$ cat config.mk
export PLATFORM = sky130hd
export DESIGN_NAME = change_dispenser
export DESIGN_NICKNAME = d
export VERILOG_FILES = /design/src/rtl/change_dispenser.sv
export SDC_FILE = /design/constraint.sdc
export NUM_CORES = 1
export LEC_CHECK = 0
export CORE_UTILIZATION = 45
export DETAILED_ROUTE_END_ITERATION = 10
export DONT_BUFFER_PORTS = 1
export GPL_ROUTABILITY_DRIVEN = 0
export PLACE_DENSITY = 0.69
export SLEW_MARGIN = 20
export SYNTH_ARGS = -nofsm -noshare
export SYNTH_HDL_FRONTEND = slang
export SYNTH_SLANG_ARGS = --single-unit
export TNS_END_PERCENT = 5
$ cat constraint.sdc
create_clock -name clk -period 8.9 [get_ports clk]
set_input_delay 0.89 -clock clk [delete_from_list [all_inputs] [get_ports clk]]
set_output_delay 0.89 -clock clk [all_outputs]
set_load 0.01 [all_outputs]
$ cat src/rtl/change_dispenser.sv
// change_dispenser: greedy largest-first coin payout, one coin per cycle,
// gated by the hopper's ready signal.
//
// Optional feature macro: CHANGE_STOCK_EN
//   defined   -> per-coin stock counters, i_refill honoured
//   undefined -> every coin always available, i_refill ignored
//
// Ports:
//   clk              rising-edge clock
//   reset            asynchronous, active-high
//   i_return_req     start a return (accepted only in IDLE)
//   i_return_amount  amount to return, sampled on accept
//   i_hopper_ready   hopper can take a coin this cycle
//   i_refill         per-coin +1 stock pulse
//   o_return_coin    one-hot coin dispensed this cycle, or zero
//   o_busy           high in DISPENSE and DONE
//   o_done           one-cycle pulse ending a transaction
//   o_shortfall      last transaction ended with an unpaid remainder
//   o_return_total   sum dispensed in the current/last transaction
//   o_remaining      amount still owed
module change_dispenser #(
    parameter int COIN_VAL0  = 100,
    parameter int COIN_VAL1  = 500,
    parameter int COIN_VAL2  = 1000,
    parameter int STOCK_BITS = 8,
    parameter int STOCK_INIT = 4,
    parameter int kTotalBits = 16,
    parameter int kNumCoins  = 3
) (
    input  logic                  clk,
    input  logic                  reset,
    input  logic                  i_return_req,
    input  logic [kTotalBits-1:0] i_return_amount,
    input  logic                  i_hopper_ready,
    input  logic [kNumCoins-1:0]  i_refill,
    output logic [kNumCoins-1:0]  o_return_coin,
    output logic                  o_busy,
    output logic                  o_done,
    output logic                  o_shortfall,
    output logic [kTotalBits-1:0] o_return_total,
    output logic [kTotalBits-1:0] o_remaining
);

    typedef enum logic [1:0] {
        ST_IDLE     = 2'd0,
        ST_DISPENSE = 2'd1,
        ST_DONE     = 2'd2
    } state_t;

    localparam logic [kTotalBits-1:0] VAL0 = kTotalBits'(COIN_VAL0);
    localparam logic [kTotalBits-1:0] VAL1 = kTotalBits'(COIN_VAL1);
    localparam logic [kTotalBits-1:0] VAL2 = kTotalBits'(COIN_VAL2);

    state_t                  state_q;
    state_t                  state_d;
    logic [kTotalBits-1:0]   remaining_q;
    logic [kTotalBits-1:0]   total_q;
    logic                    shortfall_q;

    logic [kNumCoins-1:0]    in_stock;
    logic [kNumCoins-1:0]    fits;
    logic [kNumCoins-1:0]    pick;
    logic [kTotalBits-1:0]   pick_val;
    logic                    any_fit;
    logic [kNumCoins-1:0]    take;

    // ------------------------------------------------------------------
    // Stock tracking
    // ------------------------------------------------------------------
`ifdef CHANGE_STOCK_EN
    localparam logic [STOCK_BITS-1:0] STOCK_MAX = '1;
    localparam logic [STOCK_BITS-1:0] STOCK_RST = STOCK_BITS'(STOCK_INIT);

    logic [STOCK_BITS-1:0] stock_q [kNumCoins];

    always_comb begin
        in_stock = '0;
        for (int k = 0; k < kNumCoins; k++) begin
            in_stock[k] = (stock_q[k] != '0);
        end
    end

    // Refill and dispense of the same coin in one cycle cancel out.
    always_ff @(posedge clk or posedge reset) begin
        if (reset) begin
            for (int k = 0; k < kNumCoins; k++) begin
                stock_q[k] <= STOCK_RST;
            end
        end else begin
            for (int k = 0; k < kNumCoins; k++) begin
                case ({i_refill[k], take[k]})
                    2'b10: begin
                        if (stock_q[k] != STOCK_MAX) begin
                            stock_q[k] <= stock_q[k] + 1'b1;
                        end
                    end
                    2'b01:   stock_q[k] <= stock_q[k] - 1'b1;
                    default: stock_q[k] <= stock_q[k];
                endcase
            end
        end
    end
`else
    logic unused_refill;

    assign in_stock      = '1;
    assign unused_refill = ^i_refill;
`endif

    // ------------------------------------------------------------------
    // Coin selection: largest value that fits and is in stock
    // ------------------------------------------------------------------
    always_comb begin
        fits    = '0;
        fits[0] = in_stock[0] && (remaining_q >= VAL0);
        fits[1] = in_stock[1] && (remaining_q >= VAL1);
        fits[2] = in_stock[2] && (remaining_q >= VAL2);
    end

    always_comb begin
        pick     = '0;
        pick_val = '0;
        if (fits[2]) begin
            pick[2]  = 1'b1;
            pick_val = VAL2;
        end else if (fits[1]) begin
            pick[1]  = 1'b1;
            pick_val = VAL1;
        end else if (fits[0]) begin
            pick[0]  = 1'b1;
            pick_val = VAL0;
        end
    end

    assign any_fit = |fits;

    // A coin leaves only when the hopper accepts it this cycle.
    assign take = ((state_q == ST_DISPENSE) && i_hopper_ready) ? pick : '0;

    // ------------------------------------------------------------------
    // FSM: state register
    // ------------------------------------------------------------------
    always_ff @(posedge clk or posedge reset) begin
        if (reset) begin
            state_q <= ST_IDLE;
        end else begin
            state_q <= state_d;
        end
    end

    // ------------------------------------------------------------------
    // FSM: next state
    // ------------------------------------------------------------------
    always_comb begin
        state_d = state_q;
        case (state_q)
            ST_IDLE: begin
                if (i_return_req) begin
                    state_d = ST_DISPENSE;
                end
            end
            ST_DISPENSE: begin
                if (!any_fit) begin
                    state_d = ST_DONE;
                end
            end
            ST_DONE: state_d = ST_IDLE;
            default: state_d = ST_IDLE;
        endcase
    end

    // ------------------------------------------------------------------
    // FSM: outputs
    // ------------------------------------------------------------------
    always_comb begin
        o_return_coin = take;
        o_busy        = (state_q == ST_DISPENSE) || (state_q == ST_DONE);
        o_done        = (state_q == ST_DONE);
    end

    // ------------------------------------------------------------------
    // Amount / total / shortfall registers
    // ------------------------------------------------------------------
    always_ff @(posedge clk or posedge reset) begin
        if (reset) begin
            remaining_q <= '0;
            total_q     <= '0;
            shortfall_q <= 1'b0;
        end else begin
            case (state_q)
                ST_IDLE: begin
                    if (i_return_req) begin
                        remaining_q <= i_return_amount;
                        total_q     <= '0;
                        shortfall_q <= 1'b0;
                    end
                end
                ST_DISPENSE: begin
                    if (!any_fit) begin
                        shortfall_q <= (remaining_q != '0);
                    end else if (|take) begin
                        // pick_val <= remaining_q by construction
                        remaining_q <= remaining_q - pick_val;
                        total_q     <= total_q + pick_val;
                    end
                end
                default: begin
                    remaining_q <= remaining_q;
                end
            endcase
        end
    end

    assign o_shortfall    = shortfall_q;
    assign o_return_total = total_q;
    assign o_remaining    = remaining_q;

endmodule
After elaboration in Yosys (flattened, before gate mapping)
Index checks and enable logic that the tools add are counted.
{ "totals": {"output_inout_bits": 38, "register_bits": 35} }
{ "op_classes": {"magnitude_cmp": 3, "n_reduce_logical": 10, "n_addsub": 2, "mux": 23, "n_eq_ne": 6} }
{ "op_table": {"columns": ["operator", "count"], "rows": [
  ["2-to-1 mux 16 bit", 6],
  ["case mux 16 bit (2 select lines)", 2],
  ["adder 16 bit", 1],
  ["greater-or-equal comparator 16 x 10 -> 1 bit, second input constant", 1],
  ["greater-or-equal comparator 16 x 7 -> 1 bit, second input constant", 1],
  ["greater-or-equal comparator 16 x 9 -> 1 bit, second input constant", 1],
  ["nonzero test 16 bit", 1],
  ["subtractor 16 bit", 1],
  ["2-to-1 mux 10 bit", 1],
  ["2-to-1 mux 9 bit", 1],
  ["2-to-1 mux 7 bit", 1],
  ["2-to-1 mux 1 bit", 6],
  ["2-to-1 mux 2 bit", 3],
  ["!= test 2 bit, second input constant", 3],
  ["OR reduction 3 bit", 2],
  ["case mux 2 bit (2 select lines)", 1],
  ["AND reduction 4 bit", 1],
  ["2-to-1 mux 3 bit", 1],
  ["AND reduction 3 bit", 1],
  ["equality test 2 x 1 -> 1 bit, second input constant", 1],
  ["equality test 2 bit, second input constant", 1],
  ["logical NOT 2 bit", 1],
  ["!= test 2 x 1 -> 1 bit, second input constant", 1],
  ["case mux 1 bit (2 select lines)", 1],
  ["4 further kinds", 4]
]} }

Depth between registers and ports, before layout
{ "logic_depth": {"word_depth": 9, "depth_mapped": 13} }

Worst setup path before layout
Ideal clock, no wire load.
{ "synth_path": {"path_type": "register to register", "from": "register remaining_q[11], in the netlist o_remaining[11]", "to": "register remaining_q[14], in the netlist o_remaining[14]", "slack_ps": 5921, "path_stages_with_launch": 14, "arrival_time_ps": 2896, "synth_period_minus_slack_ps": 2979, "n_path_buf": 0, "required_time_ps": 8817, "cell_sequence": "dfrtp_1 nor4_4 nand2_1 a21o_1 nor2_1 ha_1 inv_1 fa_1 a211o_1 a21oi_1 or2_2 and4b_1 a21oi_1 o21ai_0"} }
{ "synth_via": {"elab_chain_len": 8} }
{ "synth_lines": {"columns": ["item", "line_no", "text"], "rows": [
  ["from (decl)", "56", "logic [kTotalBits-1:0] remaining_q;"],
  ["from (signal assigned)", "193", "remaining_q <= i_return_amount;"],
  ["from (signal assigned)", "203", "remaining_q <= remaining_q - pick_val;"],
  ["from (signal assigned)", "208", "remaining_q <= remaining_q;"],
  ["greater-or-equal comparator 16 x 7 -> 1 bit", "115", "fits[0] = in_stock[0] && (remaining_q >= VAL0);"],
  ["2-to-1 mux 7 bit / 2-to-1 mux 1 bit (equally long branches)", "129", "end else if (fits[0]) begin"],
  ["2-to-1 mux 9 bit / 2-to-1 mux 1 bit (equally long branches)", "126", "end else if (fits[1]) begin"],
  ["2-to-1 mux 10 bit / 2-to-1 mux 2 bit (equally long branches)", "123", "if (fits[2]) begin"],
  ["subtractor 16 bit / 2-to-1 mux 3 bit (equally long branches)", "203, 138", null],
  ["2-to-1 mux 16 bit / OR reduction 3 bit (equally long branches)", "201", "end else if (|take) begin"],
  ["2-to-1 mux 16 bit / != test 2 x 1 -> 1 bit (equally long branches)", null, null],
  ["case mux 16 bit (2 select lines) / AND reduction 4 bit (equally long branches)", null, null]
]} }
Several ways; a longest one is shown, not always the timed one. The select of a mux whose other input is x is not followed.
A chain may end at the register's enable or synchronous reset.

Final worst setup path
Ends and elaborated chain as after synthesis.

==> reports/metrics.yaml <==
status: "finished, final reports clean"
max_freq_mhz: 288.8
crit_fanout: 6
place_area_sq_mm: 0.002536
power-per-cell-area_mw_per_mm2: 353.6
drtIter0Drc: 151
async_flop_share: 1.000
critPathArrivalTime_ns: 3.60
clk_pin_slew_ns: 0.07
tritoncts: "yes"
vias: 2166
p_leak_nw: 1.177
setup_viol: 0
antenna_found_initial: 0
synth_most_common_cell: "nand2_1"
synth_ff_type: "dfrtp_1"
ys_seq_area_frac: 0.3295
crit_path_top_delay_cell: "nor4_4"
seqPwrFrac: 0.337
wl_per_cell_microns: 16.95
via_per_inst: 5.918
use_met3: 0.06587
ys_warn_count: 0
netlist_area_sq_mm: 0.002506
grt_max_degree: 37
dpl.hpwl_microns: 4409
rows: 26
postRouteAntennaNets: 0
htree_levels: 2
dieArea_sq_mm: 0.005871
met1_usage: 0.2977
power.share.combinational: 0.503
setup-tns-final_ns: 0
overflow: 0
slew_headroom: 0.3664
clock-sinks: 33
cap_violations: 0
synth.top_cell.area_share: 0.3295
skew_ns: 0.004700
grt_pass1_vias: 2026
finalHoldViolations: 0
clock_latency_ns: 0.29
total_power_mw: 0.9379
tightestPinTransition_ns: 0.9504
hold_path_class: "reg2reg"
io_buffers: 0
synth-edff-count: 0
design_area_sq_mm: 0.002653
cts_buffers: 5
start_util: 0.4785
ys_top_cells_by_area: "dfrtp_1 33%, ha_1 10%, nand2_1 5.7%, o21ai_0 5.4%, a21oi_1 4.4%"
rsz0062_at_grt: "false"
crit_type: "reg2reg"
synthTopCellsByCount: "38 x nand2_1, 33 x dfrtp_1, 29 x nor2_1, 27 x o21ai_0, 22 x a21oi_1"
start_kind: "flip-flop"
die_h_microns: 76.63
syn2layout_area_growth_pct: 5.841
synth_cell_types: 54
p_int_mw: 0.4825
grt_pass1_wl_microns: 10430
cp-end-kind: "flip-flop"
r2r-end: "o_remaining[14]"
top_usage_layer: "met2"
synth.avg_cell_area_sq_um: 8.467
final.min_clock_period_ns: 3.462
hold_end: "state_q[0]"
yosys.area.top_type: "dfrtp_1"
clockBufferDepth: 2
crit-reg2reg-launch: "o_remaining[11]"
synthCells: 296
peakVddDrop_mv: 0.1693
diodes: 0
hold_depth: 2
io_pins: 61
cp_slowest_stage_delay_ns: 0.52
cts_resized: 0
wl_microns: 6202
cts_hold_buffers: 0
ys_seq_elements: 33
fin_nets: 340
grt_usage: 0.2256
power_frac_clock: 0.160
drt-pass1-iter-count: 5
drv_slew: 0
period_share: 0.3890
cp_cell_sequence: "nor4_4 > nand2_1 > a21o_1 > nor2_1 > ha_1 > inv_1 > fa_1 > a211o_1 > a21oi_1 > or2_2 > a21oi_1 > o21ai_0 > o21ai_0"
coreArea_sq_mm: 0.005238
crit_required_ns: 9.04
drc: 0
p_sw_frac: 0.4855
min_from: "state_q[0]"
reg2reg_slack_ns: 5.44
drive_gt1_frac: 0.06081
critPathLaunch: "o_remaining[11]"
switching_power_mw: 0.4554
ff2ff_path_depth: 13
cts_root_buffer: "clkbuf_8"
post_cts_buffers: 0
grt_use_met2: 0.3523
fillers: 504
dieWidth_microns: 76.63
worst max-delay path: cells and delay by family (launching register included):
kind	cells	cell delay (ns)
AO/OA/AOI/OAI	6	1.15
adder cells (fa/ha/maj)	2	0.63
buffers and inverters	1	0.06
flip-flops	1	0.50
AND/OR/NAND/NOR	4	0.97
placed cells by master (no fill, tap or decap), drive strengths merged, types with 6 or more instances in the layout:
master   n
a21o     6
a21oi   24
clkbuf   7
dfrtp   33
ha      20
inv     14
nand2   38
nand3    8
nor2    30
nor3     7
o21a     8
o21ai   27
o31ai    6
xnor2    9
kinds of logic (layout without fill, tap and decap cells):
kind of cell,Yosys count,in the layout,share of synthesized area
compound gates,92,92,0.2347
simple gates,107,107,0.2117
buf+inv,25,24,0.04992
fa+ha+maj,22,22,0.1158
xor+xnor,14,14,0.04893
mux,2,2,0.007988
flops,33,33,0.3295
other cells,1,2,0.001496
power by group through the flow:
stage / sequential (mW) / combinational, mW / clock, mW
global route: 0.325 / 0.534 / 0.160
detailed placement: 0.319 / 0.462 / 0
CTS: 0.316 / 0.467 / 0.153
global placement: 0.318 / 0.450 / 0
finish: 0.316 / 0.472 / 0.150
floorplan: 0.293 / 0.397 / 0
state kept, by name, indices dropped and copies added (netlist names):
name	count
o_remaining	16
o_return_total	14
state_q	2
o_shortfall	1
routing by layer:
| layer | vias to the layer above | share of wire |
|---|---|---|
| met4 | 0 | 0.019 |
| met1 | 1031 | 0.48 |
| li1 | 1060 | - |
| met5 | - | 0 |
| met2 | 66 | 0.44 |
| met3 | 9 | 0.062 |
worst max-delay path by stage:
stage	to
global placement	o_remaining[14]
CTS	o_remaining[14]
finish	o_remaining[14]
floorplan	o_remaining[14]
detailed placement	o_remaining[14]
global route	o_remaining[10]
cell type report:
cell class | instances | area, sq um | area share
sequential | 33 | 825.8 | 0.3113
clock buffer | 7 | 86.33 | 0.03255
timing repair buffer | 1 | 7.507 | 0.002830
multi-input combinational | 239 | 1559 | 0.5877
clock inverter | 1 | 30.03 | 0.01132
inverter | 15 | 56.30 | 0.02123
tap | 70 | 87.58 | 0.03302
stage by stage:
| step | hold slack (ns) | cells | setup slack, ns | utilization |
|---|---|---|---|---|
| 3_5_place_dp | 0.5342 | 358 | 5.459 | 0.4842 |
| 6_report | 0.5547 | 366 | 5.438 | 0.5065 |
| 2_1_floorplan | 0.5054 | 297 | 5.921 | - |
| 5_1_grt | 0.6092 | 366 | 5.156 | 0.5065 |
| 4_1_cts | 0.5582 | 366 | 5.423 | 0.5065 |
| 3_3_place_gp | 0.5409 | 358 | 5.509 | 0.4842 |
(Power assumes the default switching activity.)
